## src/rtl/time_set_ctrl.sv

```systemverilog
// time_set_ctrl: keyboard-driven editor for the clock time.
// Snapshots the running time on entry to set mode, lets the arrow keys pick
// and adjust the hour, minute or second field in BCD, and emits a single
// load strobe with the edited time when set mode is left.

module time_set_ctrl #(
    parameter int unsigned BLINK_HALF = 25000000
) (
    input  logic       clk,
    input  logic       reset,
    input  logic       settime,
    input  logic       left_key,
    input  logic       right_key,
    input  logic       up_key,
    input  logic       down_key,
    input  logic [3:0] cur_secMSB,
    input  logic [3:0] cur_secLSB,
    input  logic [3:0] cur_minMSB,
    input  logic [3:0] cur_minLSB,
    input  logic [3:0] cur_hourMSB,
    input  logic [3:0] cur_hourLSB,
    output logic [3:0] set_secMSB,
    output logic [3:0] set_secLSB,
    output logic [3:0] set_minMSB,
    output logic [3:0] set_minLSB,
    output logic [3:0] set_hourMSB,
    output logic [3:0] set_hourLSB,
    output logic [1:0] field_sel,
    output logic       editing,
    output logic       blink,
    output logic       load
);

    localparam int CNT_W = (BLINK_HALF > 1) ? $clog2(BLINK_HALF) : 1;
    localparam logic [CNT_W-1:0] CNT_LAST = CNT_W'(BLINK_HALF - 1);

    typedef enum logic [1:0] {
        IDLE,
        EDIT,
        COMMIT
    } state_t;

    state_t           state;
    logic             settime_q;
    logic             rise_pending;
    logic [CNT_W-1:0] blink_cnt;

    logic       rise;
    logic       fall;
    logic       any_key;
    logic [3:0] sel_msb;
    logic [3:0] sel_lsb;
    logic [3:0] max_msb;
    logic [3:0] max_lsb;
    logic [7:0] adj_field;
    logic [1:0] next_field_sel;

    assign rise    = settime & ~settime_q;
    assign fall    = ~settime & settime_q;
    assign any_key = left_key | right_key | up_key | down_key;

    // Two-digit BCD value, forced to 00 when a digit is not BCD or the value exceeds the field maximum.
    function automatic logic [7:0] bcd_clean(input logic [3:0] msb, input logic [3:0] lsb,
                                             input logic [3:0] mx_msb, input logic [3:0] mx_lsb);
        if (msb > 4'd9 || lsb > 4'd9)
            return 8'h00;
        if (msb > mx_msb)
            return 8'h00;
        if (msb == mx_msb && lsb > mx_lsb)
            return 8'h00;
        return {msb, lsb};
    endfunction

    // Increment with wrap from the field maximum back to 00.
    function automatic logic [7:0] bcd_up(input logic [3:0] msb, input logic [3:0] lsb,
                                          input logic [3:0] mx_msb, input logic [3:0] mx_lsb);
        if (msb == mx_msb && lsb == mx_lsb)
            return 8'h00;
        if (lsb >= 4'd9)
            return {msb + 4'd1, 4'd0};
        return {msb, lsb + 4'd1};
    endfunction

    // Decrement with wrap from 00 up to the field maximum.
    function automatic logic [7:0] bcd_down(input logic [3:0] msb, input logic [3:0] lsb,
                                            input logic [3:0] mx_msb, input logic [3:0] mx_lsb);
        if (msb == 4'd0 && lsb == 4'd0)
            return {mx_msb, mx_lsb};
        if (lsb == 4'd0)
            return {msb - 4'd1, 4'd9};
        return {msb, lsb - 4'd1};
    endfunction

    // Pick the selected field, compute its adjusted value and the next field selection.
    always_comb begin
        sel_msb = set_secMSB;
        sel_lsb = set_secLSB;
        max_msb = 4'd5;
        max_lsb = 4'd9;
        case (field_sel)
            2'd1: begin
                sel_msb = set_minMSB;
                sel_lsb = set_minLSB;
            end
            2'd2: begin
                sel_msb = set_hourMSB;
                sel_lsb = set_hourLSB;
                max_msb = 4'd2;
                max_lsb = 4'd3;
            end
            default: ;
        endcase

        adj_field = {sel_msb, sel_lsb};
        if (up_key && !down_key)
            adj_field = bcd_up(sel_msb, sel_lsb, max_msb, max_lsb);
        else if (down_key && !up_key)
            adj_field = bcd_down(sel_msb, sel_lsb, max_msb, max_lsb);

        next_field_sel = field_sel;
        if (left_key && !right_key)
            next_field_sel = (field_sel == 2'd2) ? 2'd0 : field_sel + 2'd1;
        else if (right_key && !left_key)
            next_field_sel = (field_sel == 2'd0) ? 2'd2 : field_sel - 2'd1;
    end

    // Edit state machine with registered outputs, edited time and blink timer.
    always_ff @(posedge clk) begin
        if (reset) begin
            state        <= IDLE;
            settime_q    <= 1'b0;
            rise_pending <= 1'b0;
            blink_cnt    <= '0;
            set_secMSB   <= 4'd0;
            set_secLSB   <= 4'd0;
            set_minMSB   <= 4'd0;
            set_minLSB   <= 4'd0;
            set_hourMSB  <= 4'd0;
            set_hourLSB  <= 4'd0;
            field_sel    <= 2'd0;
            editing      <= 1'b0;
            blink        <= 1'b0;
            load         <= 1'b0;
        end else begin
            settime_q <= settime;
            load      <= 1'b0;
            case (state)
                IDLE: begin
                    editing      <= 1'b0;
                    blink        <= 1'b0;
                    rise_pending <= 1'b0;
                    if (settime && (!settime_q || rise_pending)) begin
                        {set_secMSB, set_secLSB}   <= bcd_clean(cur_secMSB, cur_secLSB, 4'd5, 4'd9);
                        {set_minMSB, set_minLSB}   <= bcd_clean(cur_minMSB, cur_minLSB, 4'd5, 4'd9);
                        {set_hourMSB, set_hourLSB} <= bcd_clean(cur_hourMSB, cur_hourLSB, 4'd2, 4'd3);
                        field_sel <= 2'd0;
                        blink_cnt <= '0;
                        blink     <= 1'b1;
                        editing   <= 1'b1;
                        state     <= EDIT;
                    end
                end
                EDIT: begin
                    editing   <= 1'b1;
                    field_sel <= next_field_sel;
                    case (field_sel)
                        2'd0:    {set_secMSB, set_secLSB}   <= adj_field;
                        2'd1:    {set_minMSB, set_minLSB}   <= adj_field;
                        2'd2:    {set_hourMSB, set_hourLSB} <= adj_field;
                        default: ;
                    endcase
                    if (any_key) begin
                        blink_cnt <= '0;
                        blink     <= 1'b1;
                    end else if (blink_cnt == CNT_LAST) begin
                        blink_cnt <= '0;
                        blink     <= ~blink;
                    end else begin
                        blink_cnt <= blink_cnt + CNT_W'(1);
                    end
                    if (fall)
                        state <= COMMIT;
                end
                COMMIT: begin
                    load         <= 1'b1;
                    editing      <= 1'b0;
                    blink        <= 1'b0;
                    rise_pending <= rise;
                    state        <= IDLE;
                end
                default: state <= IDLE;
            endcase
        end
    end

endmodule

```

## config.mk

```make
export PLATFORM = sky130hd
export DESIGN_NAME = time_set_ctrl
export DESIGN_NICKNAME = d
export VERILOG_FILES = /design/src/rtl/time_set_ctrl.sv
export SDC_FILE = /design/constraint.sdc
export NUM_CORES = 1
export LEC_CHECK = 0
export CORE_MARGIN = 3
export CORE_UTILIZATION = 49
export DETAILED_ROUTE_END_ITERATION = 16
export PLACE_DENSITY = 0.77
export SKIP_LAST_GASP = 1
export SLEW_MARGIN = 20
export SYNTH_ARGS = -nofsm -noshare
export SYNTH_HDL_FRONTEND = slang
export SYNTH_SLANG_ARGS = --single-unit
```

## constraint.sdc

```tcl
create_clock -name clk -period 2.44 [get_ports clk]
set_input_delay 0.488 -clock clk [delete_from_list [all_inputs] [get_ports clk]]
set_output_delay 0.488 -clock clk [all_outputs]
set_load 0.1 [all_outputs]
```

# Yosys cells after proc, flatten, opt, wreduce, memory -nomap -nowiden
# Cells that the tools add are included.
[word_totals] regBits=58 latch_bits=0 mem_bits_rw=0 rom_bits=0 inputBits=31 elab_cells=217 mem_count=0
[op_classes] addsub=7 multipliers=0 div_mod_pow=0 order_cmp=11 n_eq_ne=17 shifts=0 muxes=127 bitwise=8 n_reduce_logical=33
[ops] operator="8-bit two-way mux" count=28
[ops] operator="25-bit two-way mux" count=3
[ops] operator="4-bit case mux with 2 select lines" count=8
[ops] operator="1-bit two-way mux" count=61
[ops] operator="4-bit two-way mux" count=13
[ops] operator="25-bit case mux with 2 select lines" count=1
[ops] operator="25-bit by 1-bit adder with 25-bit output (second input constant)" count=1
[ops] operator="25-bit == test (second input constant)" count=1
[ops] operator="4-bit greater-than comparator (second input constant)" count=6
[ops] operator="2-bit two-way mux" count=7
[ops] operator="3-bit AND reduction" count=4
[ops] operator="1-bit logical AND" count=10
[ops] operator="4-bit by 1-bit adder with 4-bit output (second input constant)" count=2
[ops] operator="4-bit by 3-bit == test with 1-bit output (second input constant)" count=2
[ops] operator="4-bit == test" count=2
[ops] operator="4-bit by 2-bit greater-than comparator with 1-bit output (second input constant)" count=2
[ops] operator="4-bit by 3-bit greater-than comparator with 1-bit output (second input constant)" count=2
[ops] operator="4-bit zero test" count=2
[ops] operator="2-bit != test (second input constant)" count=4
[ops] operator="2-bit case mux with 2 select lines" count=2
[ops] operator="4-bit by 1-bit subtractor with 4-bit output (second input constant)" count=2
[ops] operator="3-bit != test (second input constant)" count=2
[ops] operator="1-bit case mux with 3 select lines" count=2
[ops] operator="2-bit AND reduction" count=3
[ops] operator="other kinds (17)" count=33

# Longest topological paths before layout
# Gate-level depths: netlist of the first run.
[depth] ltp_word=20 ltp_mapped=13 depth_no_buf=11

# Least setup slack after synthesis of the first run
# Ideal clock, no wire load.
[synth_path] kind="register to register" from="reg field_sel[0]" to="reg set_secLSB[3]" arrival_ps=3483 path_slack_ps=-1134 stages_incl_launch_ff=14 path_cell_list="dfxtp_1 -> inv_1 -> ha_1 -> buf_2 -> buf_4 -> nor2_1 -> a21oi_1 -> inv_1 -> ha_1 -> and2_1 -> a31o_2 -> a21oi_1 -> a21oi_2 -> a311oi_1"
[synth_via] elab_chain_cells=13 elab_cells_between_ends=41 classes_between="add/sub (2); order compare (1); eq/ne (5); mux (27); reduce/logical (6)"
[synth_lines] element="start: declaration" line_no="28" source="output logic [1:0] field_sel,"
[synth_lines] element="start signal: assignment" line_no="165" source="field_sel <= next_field_sel;"
[synth_lines] element="2-bit == test or 2-bit by 1-bit == test with 1-bit output (tied branches)" line_no="100" source="case (field_sel)"
[synth_lines] element="4-bit case mux with 2 select lines" line_no="100"
[synth_lines] element="4-bit zero test" line_no="87, 89"
[synth_lines] element="1-bit two-way mux (2 in a row)" line_no="89" source="if (lsb == 4'd0)"
[synth_lines] element="1-bit two-way mux" line_no="117" source="else if (down_key && !up_key)"
[synth_lines] element="1-bit two-way mux" line_no="115" source="if (up_key && !down_key)"
[synth_lines] element="8-bit two-way mux" line_no="91" source="return {msb, lsb - 4'd1};"
[synth_lines] element="8-bit two-way mux" line_no="89"
[synth_lines] element="8-bit two-way mux" line_no="117"
[synth_lines] element="8-bit two-way mux" line_no="115"
[synth_lines] element="4-bit two-way mux" line_no="166" source="case (field_sel)"
[synth_lines] element="4-bit case mux with 2 select lines" line_no="147" source="case (state)"
[synth_lines] element="end signal: assignment" line_no="153" source="{set_secMSB, set_secLSB} <= bcd_clean(cur_secMSB, cur_secLSB, 4'd5, 4'd9);"
[synth_lines] element="end signal: assignment" line_no="167" source="2'd0: {set_secMSB, set_secLSB} <= adj_field;"
[synth_lines] element="end: declaration" line_no="23" source="output logic [3:0] set_secLSB,"
# Parallel ways exist; a longest one is shown, timed or not. The select of a mux whose other input is x is not followed.
# A chain may end at the register's enable or synchronous reset.

# Worst setup path in the final report of the first run
[layout_path] from="reg field_sel[0]" to="reg set_minMSB[1]"
[layout_via] elab_chain_cells=13 elab_cells_between_ends=40 classes_between="add/sub (2); order compare (1); eq/ne (5); mux (27); reduce/logical (5)"
[layout_lines] element="2-bit == test or 2-bit by 1-bit == test with 1-bit output (tied branches)" line_no="100, 166"
[layout_lines] element="4-bit case mux with 2 select lines" line_no="100"
[layout_lines] element="4-bit zero test" line_no="87, 89"
[layout_lines] element="1-bit two-way mux (2 in a row)" line_no="89"
[layout_lines] element="1-bit two-way mux" line_no="117"
[layout_lines] element="1-bit two-way mux" line_no="115"
[layout_lines] element="8-bit two-way mux" line_no="91"
[layout_lines] element="8-bit two-way mux" line_no="89"
[layout_lines] element="8-bit two-way mux" line_no="117"
[layout_lines] element="8-bit two-way mux" line_no="115"
[layout_lines] element="4-bit two-way mux" line_no="166"
[layout_lines] element="4-bit case mux with 2 select lines" line_no="147"
[layout_lines] element="end signal: assignment" line_no="154" source="{set_minMSB, set_minLSB} <= bcd_clean(cur_minMSB, cur_minLSB, 4'd5, 4'd9);"
[layout_lines] element="end signal: assignment" line_no="168" source="2'd1: {set_minMSB, set_minLSB} <= adj_field;"
[layout_lines] element="end: declaration" line_no="24" source="output logic [3:0] set_minMSB,"
# Parallel ways exist; a longest one is shown, timed or not. The select of a mux whose other input is x is not followed.

==> impl_metrics.py, run 1 <==
metrics = {
    "detailed_routing": {
        "drc": 0,
        "wl_per_cell_um": 18.2,
        "via_per_inst": 5.96,
        "drt-initial-drc-count": 320,
        "vias": 4028,
        "ant_nets": 0,
        "dr.pass1.iters": 5,
        "drt-total-wl_mm": 12.3,
    },
    "critical_path": {
        "crit_fanout": 7,
        "r2r_start": "field_sel[0]",
        "path_cells": "inv_4 -> ha_4 -> buf_6 -> buf_4 -> nor2b_4 -> a211oi_4 -> nand4_4 -> a211o_1 -> o32ai_4 -> a21oi_1 -> a211oi_1",
        "max_stage_delay_ns": 0.38,
        "start_kind": "flip-flop",
        "worstSetupStartpoint": "field_sel[0]",
        "criticalPathCategory": "reg2reg",
        "cp-endpoint": "set_minMSB[1]",
        "rrSetupSlack_ns": -0.18,
        "crit_required_ns": 2.67,
        "cp.arrival_ns": 2.85,
        "end_kind": "flip-flop",
        "reg2reg_depth": 11,
        "crit_slowest_cell": "dfxtp_4",
        "r2r_end": "set_minMSB[1]",
    },
    "place": {
        "dpl.hpwl_mm": 8.23,
        "port_buffers": 59,
        "dpl-instance-area_sq_um": 4740,
        "place_congestion": 0.969,
    },
    "die": {
        "core_sq_um": 6940,
        "start_util_pct": 51.8,
        "die_x_um": 91.7,
        "rows": 30,
        "die-area_sq_um": 8410,
        "pin_count": 60,
        "die_h_um": 91.7,
    },
    "sta": {
        "layout_min_cycle_time_ns": 2.62,
        "slew_viol_final": 0,
        "fin_ws_ns": -0.182,
        "holdWs_ns": 0.493,
        "tightest_slew_ns": 0.529,
        "fmax_mhz": 381,
        "hold_viol_final": 0,
        "rsz0062_at_grt": "true",
        "finClkSkew_ns": 0.0111,
        "finalCritPeriodShare_pct": 107,
        "setup_violations": 24,
        "slew_headroom_pct": 64.7,
    },
    "yosys": {
        "ys_types": 62,
        "synth_area_leaders": "dfxtp_1 32%, nor2_1 6.9%, ha_1 5.6%, nand2_1 3.8%, xnor2_1 3.4%",
        "synthTopCellsByCount": "66 x nor2_1, 58 x dfxtp_1, 36 x nand2_1",
        "ys_async_sr_fraction_pct": 0,
        "synth.top_cell.area_share_pct": 32.3,
        "syn_area_per_cell_sq_um": 8.09,
        "synth_top_flop_cell": "dfxtp_1",
        "syn-cell-area_sq_um": 3600,
        "syn_inst": 445,
        "yosysWarnings": 0,
        "yosysSeqAreaShare_pct": 32.3,
        "yosys.area.top_type": "dfxtp_1",
        "synth.ff_latch_count": 58,
        "synth_edf_count": 0,
        "synth.net_count": 492,
        "synth.most_common_cell": "nor2_1",
    },
    "cells_and_area": {
        "layout-drive-gt1-share_pct": 33.3,
        "antenna_cells": 0,
        "num-nets-final": 622,
        "final_area_sq_um": 5380,
        "area.growth.synth_to_final_pct": 49.6,
    },
    "global_routing": {
        "overflow": 0,
        "antenna_found_initial": 0,
        "grt_max_degree": 35,
        "grt_pass1_vias": 3911,
        "grt_pass1_wl_mm": 18.6,
        "grt.total_usage_pct": 27.4,
    },
    "power": {
        "vdd_drop_max_mv": 0.922,
        "power_leakage_nw": 2.07,
        "power.density_nw_per_um2": 740,
    },
    "clock_network": {
        "cts_root_buf": "clkbuf_8",
        "cts_sinks": 58,
        "clkSlewWorstSetupHoldPaths_ns": 0.07,
        "clock_latency_ns": 0.35,
        "htree_levels": 3,
        "cts_tree": "done",
        "cts_buffer_depth": 2,
        "cts_buffers": 9,
    },
    "flow_run": {
        "drv_cap": 0,
    },
    "outcome": {
        "status": "complete, but fails checks",
        "violations": "setup timing",
    },
    "worst_hold_path": {
        "min_path_cells": 2,
        "hold_start": "blink_cnt[16]",
        "hold_class": "reg2reg",
    },
}
routing by layer:
| layer | GRT usage [%] | vias to the layer above | wire [um] |
|---|---|---|---|
| li1 | - | 1886 | - |
| met1 | 31.4 | 1893 | 4800 |
| met5 | 0 | - | 0 |
| met4 | 10.9 | 0 | 464 |
| met2 | 48.8 | 202 | 6210 |
| met3 | 6.32 | 47 | 846 |
per-stage QoR:
step                power (mW)  setup TNS (ns)  setup WS [ns]  cells  utilization, %
finish                    3.98           -3.12         -0.182    676            77.5
global route              4.12           -5.07         -0.270    676            77.5
CTS                       3.85          -0.453        -0.0544    672            74.7
detailed placement        2.75           -4.55         -0.232    645            68.3
global placement          2.73           -2.41         -0.183    645            68.3
floorplan                 2.21           -4.65         -0.262    445               -
how the worst min path moves through the flow:
stage / slack (ns) / endpoint
4_1_cts: 0.49 / blink_cnt[16]
6_report: 0.49 / blink_cnt[16]
5_1_grt: 0.53 / set_secMSB[3]
3_3_place_gp: 0.47 / editing
3_5_place_dp: 0.49 / blink_cnt[16]
2_1_floorplan: 0.46 / blink_cnt[16]
layout by cell type (no fill, tap or decap), types with 9 or more instances in the layout:
| cell type | Yosys | final |
|---|---|---|
| inv_1 | 22 | 19 |
| nand2_1 | 36 | 36 |
| nand4_1 | 12 | 12 |
| a31oi_1 | 11 | 11 |
| clkdlybuf4s50_1 | 0 | 30 |
| a21oi_1 | 20 | 17 |
| dfxtp_1 | 58 | 47 |
| dfxtp_2 | 0 | 9 |
| xnor2_1 | 14 | 12 |
| clkbuf_8 | 0 | 12 |
| ha_1 | 16 | 11 |
| buf_4 | 2 | 98 |
| o21ai_0 | 11 | 11 |
| nand3_1 | 15 | 13 |
| nor2_1 | 66 | 65 |
| xor2_1 | 11 | 11 |
sequential cells by signal, summed over array words and instances, names as in the netlist, 2 cells and up:
register and cells:
set_minMSB 4, state 2, set_secLSB 4, set_minLSB 4, blink_cnt 25, set_secMSB 4
set_hourMSB 4, set_hourLSB 4, field_sel 2
layout make-up:
type	count	area, sq um
clock buffer	13	190
clock inverter	3	42.5
fill	445	1560
inverter	23	91.3
multi-input combinational	343	2540
sequential	58	1180
tap	96	120
timing repair buffer	140	1210
critical path: cells and delay by family, from the launching register on:
family,cells,cell delay [ns]
AND/OR/NAND/NOR,2,0.25
buffers and inverters,3,0.37
AO/OA/AOI/OAI,5,1.18
adder cells (fa/ha/maj),1,0.31
flip-flops,1,0.38
where the power goes:
group	internal [mW]	total, mW	switching (mW)
combinational	0.650	1.84	1.19
clock	0.616	1.02	0.401
sequential	1.03	1.13	0.0934
timing repair:
action	4_1_cts	5_1_grt
setup buffers	11	4
setup endpoints to repair	24	29
hold buffers	0	0
pin swaps	16	17
gates resized for setup	24	31
kinds of logic after synthesis:
kind of cell | Yosys count | share of synthesized area, %
xor+xnor | 25 | 6.08
fa+ha+maj | 16 | 5.56
compound gates | 121 | 24.9
buf+inv | 44 | 5.01
simple gates | 174 | 23.9
mux | 7 | 2.33
flops | 58 | 32.3
(Power assumes the default switching activity.)
==> inputs of run 2 (changes only) <==
Settings changed: SLEW_MARGIN 20 to 5.
==> results of run 2 <==
No change in the layout: final DEF, timing and power equal those of run 1.
==> inputs of run 3 (changes only) <==
Settings changed: CORE_UTILIZATION 49 to 50, CTS_BUF_LIST set to sky130_fd_sc_hd__clkbuf_4 sky130_fd_sc_hd__clkbuf_8, PLACE_DENSITY 0.77 to 0.79.
==> run 3 against run 2 <==
Compared with the run above: sequential share of layout area grew 0.21 points; largest cell class unchanged; fmax grew 1.0%; the flow still finishes with violations (setup timing); combinational power shrank 3%; setup slack gained 0.026 ns; critical path type unchanged.
==> impl_metrics.py, run 3 (same netlist as run 1, synthesis figures left out) <==
metrics = {
    "critical_path": {
        "crit_required_ns": 2.65,
        "path_buf_inv": 3,
        "end_kind": "flip-flop",
        "crit_fanout": 6,
        "crit_top_cell": "buf_6",
        "path_cells": "buf_6 -> ha_4 -> buf_6 -> a22o_1 -> mux2i_2 -> or4_4 -> a211oi_4 -> buf_6 -> nor3_2 -> a21oi_2 -> a311oi_1",
        "criticalPathCategory": "reg2reg",
        "start_kind": "flip-flop",
        "max_stage_delay_ns": 0.57,
        "crit_slowest_cell": "or4_4",
        "cp.arrival_ns": 2.80,
        "cp_top_family": "compound AO/OA/AOI/OAI gates",
    },
    "power": {
        "netSwitchingPower_mw": 1.65,
        "finalPower_mw": 3.87,
        "p_comb_share_pct": 46.3,
        "internal_power_mw": 2.23,
        "power.density_nw_per_um2": 727,
        "switching_share_pct": 42.5,
        "vdd_drop_max_mv": 0.576,
        "power_leakage_nw": 2.06,
        "pwr-share-seq_pct": 29.2,
        "p_clk_share_pct": 24.5,
    },
    "detailed_routing": {
        "dr.pass1.iters": 5,
        "vias": 4072,
        "ant_nets": 0,
        "wl_per_cell_um": 18.1,
        "via_per_inst": 6.01,
        "drt-initial-drc-count": 258,
        "drc": 0,
        "drt-total-wl_mm": 12.2,
    },
    "die": {
        "die_h_um": 90.9,
        "rows": 30,
        "die_x_um": 90.9,
        "core_sq_um": 6870,
        "die-area_sq_um": 8250,
        "pin_count": 60,
        "start_util_pct": 52.4,
    },
    "sta": {
        "finClkSkew_ns": 0.00969,
        "layout_min_cycle_time_ns": 2.60,
        "slew_viol_final": 0,
        "fmax_mhz": 385,
        "holdWs_ns": 0.491,
        "tns_ns": -1.95,
        "hold_viol_final": 0,
        "rsz0062_at_grt": "true",
        "tightest_slew_ns": 0.613,
        "fin_ws_ns": -0.156,
        "finalCritPeriodShare_pct": 106,
        "slew_headroom_pct": 59.1,
        "setup_violations": 20,
    },
    "outcome": {
        "violations": "setup timing",
        "status": "complete, but fails checks",
    },
    "global_routing": {
        "antenna_found_initial": 0,
        "grt_pass1_vias": 3898,
        "grt.total_usage_pct": 27.6,
        "grt_pass1_wl_mm": 18.3,
        "overflow": 0,
        "grt_max_degree": 31,
    },
    "place": {
        "dpl.hpwl_mm": 8.20,
        "port_buffers": 59,
        "place_congestion": 0.940,
        "place_ws_ns": -0.261,
    },
    "clock_network": {
        "cts_sinks": 58,
        "cts_tree": "done",
        "clock_latency_ns": 0.35,
        "htree_levels": 3,
        "clkSlewWorstSetupHoldPaths_ns": 0.07,
        "cts_buffer_depth": 2,
        "cts_buffers": 9,
        "holdBufCountCts": 0,
        "cts_root_buf": "clkbuf_8",
    },
    "cells_and_area": {
        "num-nets-final": 624,
        "regMostFlops": "blink_cnt",
        "layout_commonest_cell": "buf_4",
        "largest_register_ff_count": 25,
        "area.growth.synth_to_final_pct": 48.1,
        "layout-drive-gt1-share_pct": 33.5,
        "antenna_cells": 0,
        "final_cell_mix": "99 x buf_4, 65 x nor2_1, 47 x dfxtp_1, 36 x nand2_1, 30 x clkdlybuf4s50_1",
    },
    "flow_run": {
        "drv_cap": 0,
    },
    "worst_hold_path": {
        "hold_class": "reg2reg",
    },
}
==> run 3: worst min-delay path: cells and delay by family, from the launching register on <==
family / cells / cell delay [ns]
simple gates: 1 / 0.06
flops: 1 / 0.33
compound gates: 1 / 0.05
==> run 3: path summary, 6_finish.rpt <==
check | slack, ns | depth (start not counted) | startpoint | endpoint
min reg2reg | 0.49 | 2 | set_hourMSB[2] | set_hourMSB[2]
max reg2reg | -0.16 | 11 | field_sel[1] | set_hourLSB[3]
max | -0.16 | 11 | field_sel[1] | set_hourLSB[3]
min | 0.49 | 2 | set_hourMSB[2] | set_hourMSB[2]
==> run 3: final cells by class <==
type,instances,area [sq um]
fillers,471,1540
clock buffers,14,174
well taps,96,120
flip-flops and latches,58,1180
inverters,23,93.8
multi-input cells,343,2500
clock inverters,2,35.0
repair buffers,142,1220
==> run 3: power by group through the flow <==
stage	combinational, mW	clock, mW	sequential (mW)
after floorplan	0.586	0	1.62
after global placement	1.60	0	1.14
after global routing	1.89	0.993	1.13
after detailed placement	1.62	0	1.14
final	1.79	0.950	1.13
after CTS	1.69	0.953	1.12
==> run 3: metrics by stage <==
step / instance area [sq um] / std cells / util [%]
after global placement: 4760 / 647 / 69.3
after floorplan: 3660 / 445 / -
after global routing: 5330 / 678 / 77.6
final: 5330 / 678 / 77.6
after CTS: 5130 / 669 / 74.7
after detailed placement: 4760 / 647 / 69.3
==> run 3: timing repair <==
item                                    in CTS  in global routing
endpoints found under the setup margin      23                 32
endpoints found under the hold margin        0                  0
resized for setup                           23                 33
pin swaps                                   11                 11
buffers inserted                             6                  9
==> run 3: metal layers <==
| metal | vias to the layer above | track usage (%) | wire [um] |
|---|---|---|---|
| li1 | 1885 | - | - |
| met1 | 1911 | 30.9 | 4590 |
| met2 | 220 | 48.1 | 6190 |
| met3 | 56 | 7.50 | 903 |
| met4 | 0 | 13.3 | 547 |
| met5 | - | 0 | 0 |
